==> config.mk <==
export PLATFORM = sky130hd
export DESIGN_NAME = hazard_controller
export DESIGN_NICKNAME = d
export VERILOG_FILES = /design/src/rtl/cpu_pkg.sv /design/src/rtl/hazard_scoreboard.sv /design/src/rtl/hazard_controller.sv
export SDC_FILE = /design/constraint.sdc
export NUM_CORES = 1
export LEC_CHECK = 0
export BUFFER_PORTS_ARGS = -buffer_cell sky130_fd_sc_hd__buf_2
export CORE_ASPECT_RATIO = 1.2
export CORE_MARGIN = 4
export CORE_UTILIZATION = 40
export CTS_CLUSTER_SIZE = 12
export DETAILED_ROUTE_END_ITERATION = 8
export PLACE_DENSITY_LB_ADDON = 0.25
export SYNTH_ARGS = -nofsm -noshare
export SYNTH_HDL_FRONTEND = slang
export SYNTH_SLANG_ARGS = --single-unit
export TNS_END_PERCENT = 5
==> constraint.sdc <==
create_clock -name clk -period 1.6 [get_ports clk]
set_input_delay 0.32 -clock clk [delete_from_list [all_inputs] [get_ports clk]]
set_output_delay 0.32 -clock clk [all_outputs]
set_load 0.05 [all_outputs]
==> src/rtl/cpu_pkg.sv <==
// cpu_pkg: shared opcode, forwarding-select and hazard-state types for the 5-stage core
package cpu_pkg;
  typedef enum logic [3:0] {
    OP_ADD = 4'h0, OP_SUB = 4'h1, OP_AND = 4'h2, OP_OR = 4'h3,
    OP_BEQ = 4'h4, OP_BNE = 4'h5, OP_BLT = 4'h6, OP_BGE = 4'h7,
    OP_MOV = 4'h8, OP_LDR = 4'h9, OP_STR = 4'ha, OP_LUI = 4'hb,
    OP_SHL = 4'hc, OP_NOP0 = 4'hd, OP_NOP1 = 4'he, OP_NOP2 = 4'hf
  } opcode_t;

  typedef enum logic [1:0] {FWD_RF = 2'b00, FWD_EXMEM = 2'b10, FWD_MEMWB = 2'b11} fwd_sel_t;

  typedef enum logic [1:0] {RUN, LDSTALL, FLUSH, MEMWAIT} hz_state_t;

  function automatic logic is_writer(opcode_t op);
    return op inside {OP_ADD, OP_SUB, OP_AND, OP_OR, OP_MOV, OP_LDR, OP_LUI, OP_SHL};
  endfunction

  function automatic logic is_load(opcode_t op);
    return op == OP_LDR;
  endfunction

  function automatic logic is_branch(opcode_t op);
    return op inside {OP_BEQ, OP_BNE, OP_BLT, OP_BGE};
  endfunction

  function automatic logic is_mem(opcode_t op);
    return op inside {OP_LDR, OP_STR};
  endfunction

  function automatic logic is_nop(opcode_t op);
    return op inside {OP_NOP0, OP_NOP1, OP_NOP2};
  endfunction
endpackage

==> src/rtl/hazard_scoreboard.sv <==
// hazard_scoreboard: EX/MEM/WB destination tracking and ID source match logic
module hazard_scoreboard
  import cpu_pkg::*;
#(
  parameter int REG_W = 4
) (
  input  logic             clk,
  input  logic             rst_n,
  input  logic             adv,
  input  logic             id_v,
  input  opcode_t          id_op,
  input  logic [REG_W-1:0] id_rd,
  input  logic [REG_W-1:0] id_rs1,
  input  logic [REG_W-1:0] id_rs2,
  output logic [1:0]       ex_alu,
  output logic [1:0]       ex_ld,
  output logic [1:0]       mem_wr,
  output logic             mem_acc
);
  logic [2:0] v, wr, ld, ma;
  logic [REG_W-1:0] rd [3];
  logic unused_wb;

  // index 0 = EX, 1 = MEM, 2 = WB; the ID entry shifts in whenever the pipe is not frozen
  always_ff @(posedge clk)
    if (!rst_n) begin
      v  <= '0;
      wr <= '0;
      ld <= '0;
      ma <= '0;
      rd <= '{default: '0};
    end else if (adv) begin
      v  <= {v[1:0], id_v};
      wr <= {wr[1:0], is_writer(id_op)};
      ld <= {ld[1:0], is_load(id_op)};
      ma <= {ma[1:0], is_mem(id_op)};
      rd <= '{id_rd, rd[0], rd[1]};
    end

  for (genvar s = 0; s < 2; s++) begin : g_src
    logic [REG_W-1:0] r;
    assign r         = s ? id_rs2 : id_rs1;
    assign ex_alu[s] = v[0] && wr[0] && !ld[0] && rd[0] == r;
    assign ex_ld[s]  = v[0] && ld[0] && rd[0] == r;
    assign mem_wr[s] = v[1] && wr[1] && rd[1] == r;
  end

  assign mem_acc   = v[1] && ma[1];
  assign unused_wb = ^{v[2], wr[2], ld[2], ma[2], rd[2]};
endmodule

==> src/rtl/hazard_controller.sv <==
// hazard_controller: stall/bubble/flush/freeze and EX forwarding control (forwarding enabled by HAZARD_FWD_EN)
module hazard_controller
  import cpu_pkg::*;
#(
  parameter int REG_W       = 4,
  parameter int MEM_TIMEOUT = 15
) (
  input  logic             clk,
  input  logic             rst_n,
  input  logic             id_valid,
  input  logic [3:0]       id_opcode,
  input  logic [REG_W-1:0] id_rs1,
  input  logic [REG_W-1:0] id_rs2,
  input  logic [REG_W-1:0] id_rd,
  input  logic             ex_branch_taken,
  input  logic             mem_ready,
  output logic             stall_pc,
  output logic             stall_ifid,
  output logic             bubble_idex,
  output logic             flush_ifid,
  output logic             freeze,
  output logic [1:0]       fwd_a,
  output logic [1:0]       fwd_b,
  output logic             mem_err
);
  localparam int CW = $clog2(MEM_TIMEOUT + 1);
  localparam logic [CW-1:0] TMO = CW'(MEM_TIMEOUT);

  opcode_t op;
  hz_state_t state, nxt;
  logic [CW-1:0] cnt, cnt_nxt;
  logic [1:0] ex_alu, ex_ld, mem_wr;
  logic mem_acc, chk, lu, hold, flush, stall, err;

  assign op    = opcode_t'(id_opcode);
  assign chk   = id_valid && !is_nop(op);
  assign hold  = mem_acc && !mem_ready;
`ifdef HAZARD_FWD_EN
  assign lu    = chk && |ex_ld;
`else
  assign lu    = chk && |{ex_alu, ex_ld, mem_wr};
`endif
  assign flush = ex_branch_taken && !hold;
  assign stall = lu && !hold && !flush;

  hazard_scoreboard #(.REG_W(REG_W)) u_sb (
    .clk     (clk),
    .rst_n   (rst_n),
    .adv     (!hold),
    .id_v    (id_valid && !(flush || stall)),
    .id_op   (op),
    .id_rd   (id_rd),
    .id_rs1  (id_rs1),
    .id_rs2  (id_rs2),
    .ex_alu  (ex_alu),
    .ex_ld   (ex_ld),
    .mem_wr  (mem_wr),
    .mem_acc (mem_acc)
  );

  // winning event picks the next state; the timeout count runs only across a memory wait
  always_comb begin
    nxt     = hold ? MEMWAIT : flush ? FLUSH : stall ? LDSTALL : RUN;
    cnt_nxt = !hold ? '0 : state != MEMWAIT ? CW'(1) : cnt == TMO ? cnt : cnt + 1'b1;
  end

  // state, timeout counter and sticky timeout flag
  always_ff @(posedge clk)
    if (!rst_n) begin
      state <= RUN;
      cnt   <= '0;
      err   <= 1'b0;
    end else begin
      state <= nxt;
      cnt   <= cnt_nxt;
      err   <= err || cnt_nxt == TMO;
    end

  assign freeze      = rst_n && hold;
  assign stall_pc    = rst_n && (hold || stall);
  assign stall_ifid  = rst_n && (hold || stall);
  assign bubble_idex = rst_n && (flush || stall);
  assign flush_ifid  = rst_n && flush;
  assign mem_err     = err;

`ifdef HAZARD_FWD_EN
  fwd_sel_t fa, fb;

  function automatic fwd_sel_t sel(logic alu, logic mw);
    return alu ? FWD_EXMEM : mw ? FWD_MEMWB : FWD_RF;
  endfunction

  // operand selects are captured as the instruction enters EX; a bubble carries 00
  always_ff @(posedge clk)
    if (!rst_n) begin
      fa <= FWD_RF;
      fb <= FWD_RF;
    end else if (!hold) begin
      fa <= chk && !(flush || stall) ? sel(ex_alu[0], mem_wr[0]) : FWD_RF;
      fb <= chk && !(flush || stall) ? sel(ex_alu[1], mem_wr[1]) : FWD_RF;
    end

  assign fwd_a = fa;
  assign fwd_b = fb;
`else
  assign fwd_a = 2'b00;
  assign fwd_b = 2'b00;
`endif
endmodule

==> results.cfg, run 1 <==
[die]
dieWidth_um = 57.5
die_area_um2 = 3880
core_area_um2 = 2810
io_pins = 31
rows = 21
start_util = 0.418
die_y_um = 67.4

[yosys]
synth.avg_cell_area_um2 = 8.52
yosysUniqueCellTypes = 35
synth-main-ff-cell = dfxtp_1
ys_seq_elements = 22
synth_edf_count = 0
ys_top_cells_by_area = dfxtp_1 (37%), xnor2_1 (10%), nand2_1 (9.6%)
yosysTopAreaCellShare = 0.374
synth_area_um2 = 1180
ys_async_sr_fraction = 0
synth_top_cell_by_area = dfxtp_1
yosysWarningCount = 0
synth_cells = 138
yosysSeqAreaShare = 0.374

[critical_path]
cpMaxStageDelayCell = dfxtp_4
cp_top_family = compound AO/OA/AOI/OAI gates
worst_setup_path_end_kind = output pin
cp.required_ns = 1.28
rrSetupSlack_ns = 0.12
crit_arrival_ns = 1.72
path_class = reg2out
path_max_fanout = 3
start_kind = register
cp_num_buf_inv = 1
crit_chain = xnor2_1, nand4_1, a211oi_2, a21oi_2, o21ai_4, buf_6
cpPeakStageDelay_ns = 0.38

[routing]
ant_nets = 0
wl_per_cell_um = 12.1
vias_per_cell = 4.92
dr_total_vias = 1048
initialDrtViolationCount = 27
drc_errors = 0
dr.pass1.iters = 4
wl_um = 2580

[outcome]
violations = setup timing
status = finished, violations left

[job]
cap_viol_max_count = 0

[cts]
clk-insertion-delay-late_ns = 0.30
cts.sink_count = 22
ctsHoldBuffers = 0
postCtsSetupBuffers = 0
htreeDepth = 1
cts_buffer_depth = 2
cts_tree = done
path_clk_slew_ns = 0.12
numCtsBuffers = 3
cts_root_buf = clkbuf_4

[sta]
timing.hold.ws_ns = 0.240
max_freq_mhz = 490
period_minus_slack_ns = 2.04
fin_ws_ns = -0.441
skew_ns = 0.00127
finalCritPeriodShare = 1.28
setup_viol = 4
hold_viol_final = 0
grt_setup_unrepaired = true
final_max_slew_viol_count = 0

[grt]
grt_max_degree = 17
grt_util_all_layers = 0.142
grt_pass1_wl_um = 4350
grt_overflow = 0
antenna_found_initial = 0
grt_pass1_vias = 1080

[layout]
multi_input_area_um2 = 756
drive_above_1_share = 0.391
utilization = 0.565
n_fill_cell = 260
regArea_um2 = 458
n_antenna_cell = 0
nets = 202
syn_to_final_growth_pct = 35.1
stdcell_count = 213

[power_and_ir_drop]
p_per_area_nw_per_um2 = 681
vdd_ir_drop_max_v = 0.000416
totalPowerFinal_w = 0.00108
leakage_nw = 0.689

[hold_path]
min_path_type = in2reg

[place]
dp_hpwl_um = 1970
place.gp.congestion = 0.916
dp_cells = 209
io_buffers = 26
-- metal layers --
| metal | share of wire | routed length [um] | vias to the layer above | track usage |
|---|---|---|---|---|
| li1 | - | - | 547 | - |
| met1 | 0.38 | 989 | 479 | 0.149 |
| met2 | 0.57 | 1470 | 17 | 0.275 |
| met3 | 0.034 | 88 | 5 | 0.0249 |
| met4 | 0.014 | 36 | 0 | 0.0580 |
| met5 | 0 | 0 | - | 0 |
-- stage by stage --
step	worst slack, ns	area (um2)	setup TNS [ns]
6_report	-0.441	1590	-1.30
5_1_grt	-0.575	1590	-1.80
4_1_cts	-0.421	1540	-1.30
3_5_place_dp	-0.288	1450	-0.845
3_3_place_gp	-0.291	1450	-0.867
2_1_floorplan	-0.264	1210	-0.501
-- area by class of cell --
cell class | instances | area share
Sequential cell | 22 | 0.288
Clock buffer | 4 | 0.0228
Tap cell | 34 | 0.0268
Inverter | 1 | 0.00236
Multi-Input combinational cell | 109 | 0.476
Timing Repair Buffer | 43 | 0.184
-- power breakdown --
group	internal (W)	switching (W)	leakage [nW]
registers	0.000563	0.0000157	0.184
clock network	0.000139	0.000167	0.0210
logic	0.0000978	0.000100	0.484
total	0.000800	0.000283	0.689
-- cell usage after synthesis (all sizes together) (2+ instances only) --
library cell and n:
clkbuf 2, nor3 2, dfxtp 22, mux2i 2
xor2 5, buf 7, nand2 30, xnor2 14
nand4 4, nand3 3, a21boi 13, o21ai 3
o21a 4, nand2b 2, a31oi 3, nor2 7
-- worst reg2reg max path: cells and delay by family, from the launching register on --
family,cells,cell delay [ns]
AND/OR/NAND/NOR,1,0.16
AO/OA/AOI/OAI,3,0.49
buffers and inverters,1,0.17
XOR/XNOR,1,0.18
flip-flops,1,0.38
-- layout by cell type (no fill, tap or decap), drive strengths merged, types with 4 or more instances in the layout --
cell / netlist / final
buf: 7 / 43
nand2: 30 / 30
dfxtp: 22 / 22
xnor2: 14 / 14
a21boi: 13 / 13
nor2: 7 / 7
xor2: 5 / 5
nand4: 4 / 4
o21a: 4 / 4
conb: 1 / 4
clkbuf: 2 / 4
-- cells by family (layout without fill, tap and decap cells) --
| family | after synthesis | in the layout | share of synthesized area |
|---|---|---|---|
| compound gates | 29 | 29 | 0.187 |
| xor+xnor | 19 | 19 | 0.141 |
| fa+ha+maj | 1 | 1 | 0.0106 |
| buf+inv | 10 | 48 | 0.0500 |
| flops | 22 | 22 | 0.374 |
| mux | 2 | 2 | 0.0170 |
| other cells | 1 | 4 | 0.00319 |
| simple gates | 54 | 54 | 0.216 |
-- sequential cells by signal, summed over array words and instances (netlist names) --
name and count:
u_sb.rd 8, cnt 4, state 2, u_sb.ma 2, u_sb.v 2, u_sb.wr 2, mem_err 1, u_sb.ld 1
-- path summary, 6_finish.rpt --
kind | startpoint | endpoint | cells after the start
min reg2reg | u_sb.ld[0]$_SDFFE_PN0N_ | u_sb.ld[0]$_SDFFE_PN0N_ | 2
max reg2reg | u_sb.rd[4]$_SDFFE_PN0N_ | u_sb.v[0]$_SDFFE_PN0N_ | 6
min | id_rd[2] | u_sb.rd[10]$_SDFFE_PN0N_ | 3
max | u_sb.rd[4]$_SDFFE_PN0N_ | stall_ifid | 6
-- timing repair --
action                     CTS  global route
setup endpoints to repair    5             6
gates resized for setup     18            11
pin swaps                    1             8
Note: power is estimated with default switching activity, not from simulation.
==> inputs of run 2 (changes only) <==
--- a/config.mk
+++ b/config.mk
@@ -7,7 +7,7 @@
 export LEC_CHECK = 0
 export BUFFER_PORTS_ARGS = -buffer_cell sky130_fd_sc_hd__buf_2
 export CORE_ASPECT_RATIO = 1.2
-export CORE_MARGIN = 4
+export CORE_MARGIN = 3
 export CORE_UTILIZATION = 40
 export CTS_CLUSTER_SIZE = 12
 export DETAILED_ROUTE_END_ITERATION = 8
@@ -15,4 +15,3 @@
 export SYNTH_ARGS = -nofsm -noshare
 export SYNTH_HDL_FRONTEND = slang
 export SYNTH_SLANG_ARGS = --single-unit
-export TNS_END_PERCENT = 5
==> results.cfg, run 2 (synthesis results as in run 1) <==
[outcome]
status = finished, violations left
violations = setup timing

[cts]
path_clk_slew_ns = 0.12
clk-insertion-delay-late_ns = 0.30
htreeDepth = 1
cts_root_buf = clkbuf_4
cts_buffer_depth = 2
numCtsBuffers = 3
cts_tree = done
cts.sink_count = 22

[layout]
regMostFlops = u_sb.rd
regArea_um2 = 450
drive_above_1_share = 0.361
syn_to_final_growth_pct = 32.1
nets = 203
multi_input_area_um2 = 718
reg_top3 = u_sb.rd x8, cnt x4
n_antenna_cell = 0
layout_commonest_cell = nand2_1
n_fill_cell = 241
largest_reg_flops = 8
final_cell_mix = nand2_1 (30), buf_2 (21), buf_4 (17)

[routing]
vias_per_cell = 5.01
ant_nets = 0
wl_um = 2540
drc_errors = 0
initialDrtViolationCount = 24
dr_total_vias = 1068
wl_per_cell_um = 11.9
dr.pass1.iters = 4

[critical_path]
start_kind = register
crit_arrival_ns = 1.70
path_class = reg2out
worst_setup_path_end_kind = output pin
cp.required_ns = 1.28
path_max_fanout = 3

[die]
dieWidth_um = 55.5
start_util = 0.439
rows = 20
die_y_um = 65.4
die_area_um2 = 3630
io_pins = 31
core_area_um2 = 2680

[place]
io_buffers = 26
dp_hpwl_um = 2030
place.gp.congestion = 0.899

[sta]
max_freq_mhz = 496
timing.hold.ws_ns = 0.248
period_minus_slack_ns = 2.02
setup_viol = 4
grt_setup_unrepaired = true
final_max_slew_viol_count = 0
fin_setup_tns_ns = -1.29
finalCritPeriodShare = 1.26
fin_ws_ns = -0.416
hold_viol_final = 0
skew_ns = 0.00395

[job]
cap_viol_max_count = 0

[grt]
grt_util_all_layers = 0.145
grt_overflow = 0
antenna_found_initial = 0
grt_max_degree = 17
grt_pass1_wl_um = 4270
grt_pass1_vias = 1054

[power_and_ir_drop]
vdd_ir_drop_max_v = 0.000342
p_per_area_nw_per_um2 = 685
leakage_nw = 0.669

[hold_path]
min_path_type = in2reg
==> run 2: changes by cell type in the layout (fill, tap and decap cells not counted), sizes merged <==
cell,delta
buf,+1
==> run 2: cell type report <==
cell class	instances	area share
clock buffers	4	0.0233
inverters	1	0.00242
flip-flops and latches	22	0.290
repair buffers	44	0.196
well taps	33	0.0266
multi-input cells	109	0.462
==> run 2: path summary, 6_finish.rpt <==
check	from	endpoint	slack (ns)	depth (start not counted)
worst max-delay path	u_sb.rd[10]$_SDFFE_PN0N_	stall_ifid	-0.42	5
worst min-delay path	id_rd[1]	u_sb.rd[9]$_SDFFE_PN0N_	0.25	3
worst max register to register	u_sb.rd[10]$_SDFFE_PN0N_	u_sb.v[0]$_SDFFE_PN0N_	0.13	5
worst min register to register	u_sb.ld[0]$_SDFFE_PN0N_	u_sb.ld[0]$_SDFFE_PN0N_	0.47	2
==> run 2: report_power, final <==
| part | internal [W] | switching, W |
|---|---|---|
| Combinational | 0.0000892 | 0.0000952 |
| Sequential | 0.000567 | 0.0000146 |
| Clock | 0.000139 | 0.000161 |
| Total | 0.000795 | 0.000271 |
==> run 2: timing repair <==
item | in CTS | in global routing
buffers inserted | 3 | 0
hold buffers | 0 | 0
pin swaps | 0 | 3
setup endpoints to repair | 5 | 6
gates resized for setup | 13 | 8
==> run 2: routing by layer <==
| metal | up-vias | track usage | routed length (um) |
|---|---|---|---|
| met2 | 20 | 0.277 | 1420 |
| met1 | 496 | 0.156 | 995 |
| li1 | 548 | - | - |
| met5 | - | 0 | 0 |
| met3 | 4 | 0.0236 | 96 |
| met4 | 0 | 0.0638 | 27 |
==> run 2: critical path, cell delays in order (launching register included) <==
cell	delay [ns]
dfxtp_2	0.35
xor2_1	0.14
o41ai_2	0.40
a21oi_2	0.15
o21ai_4	0.17
buf_6	0.18
==> run 2: through the flow <==
step / cells / instance area (um2) / util / total power (W) / setup slack, ns
3_3_place_gp: 206 / 1430 / 0.536 / 0.000764 / -0.286
4_1_cts: 213 / 1530 / 0.571 / 0.00108 / -0.443
2_1_floorplan: 141 / 1210 / - / 0.000704 / -0.264
6_report: 213 / 1550 / 0.580 / 0.00107 / -0.416
5_1_grt: 213 / 1550 / 0.580 / 0.00111 / -0.484
3_5_place_dp: 206 / 1430 / 0.536 / 0.000770 / -0.293
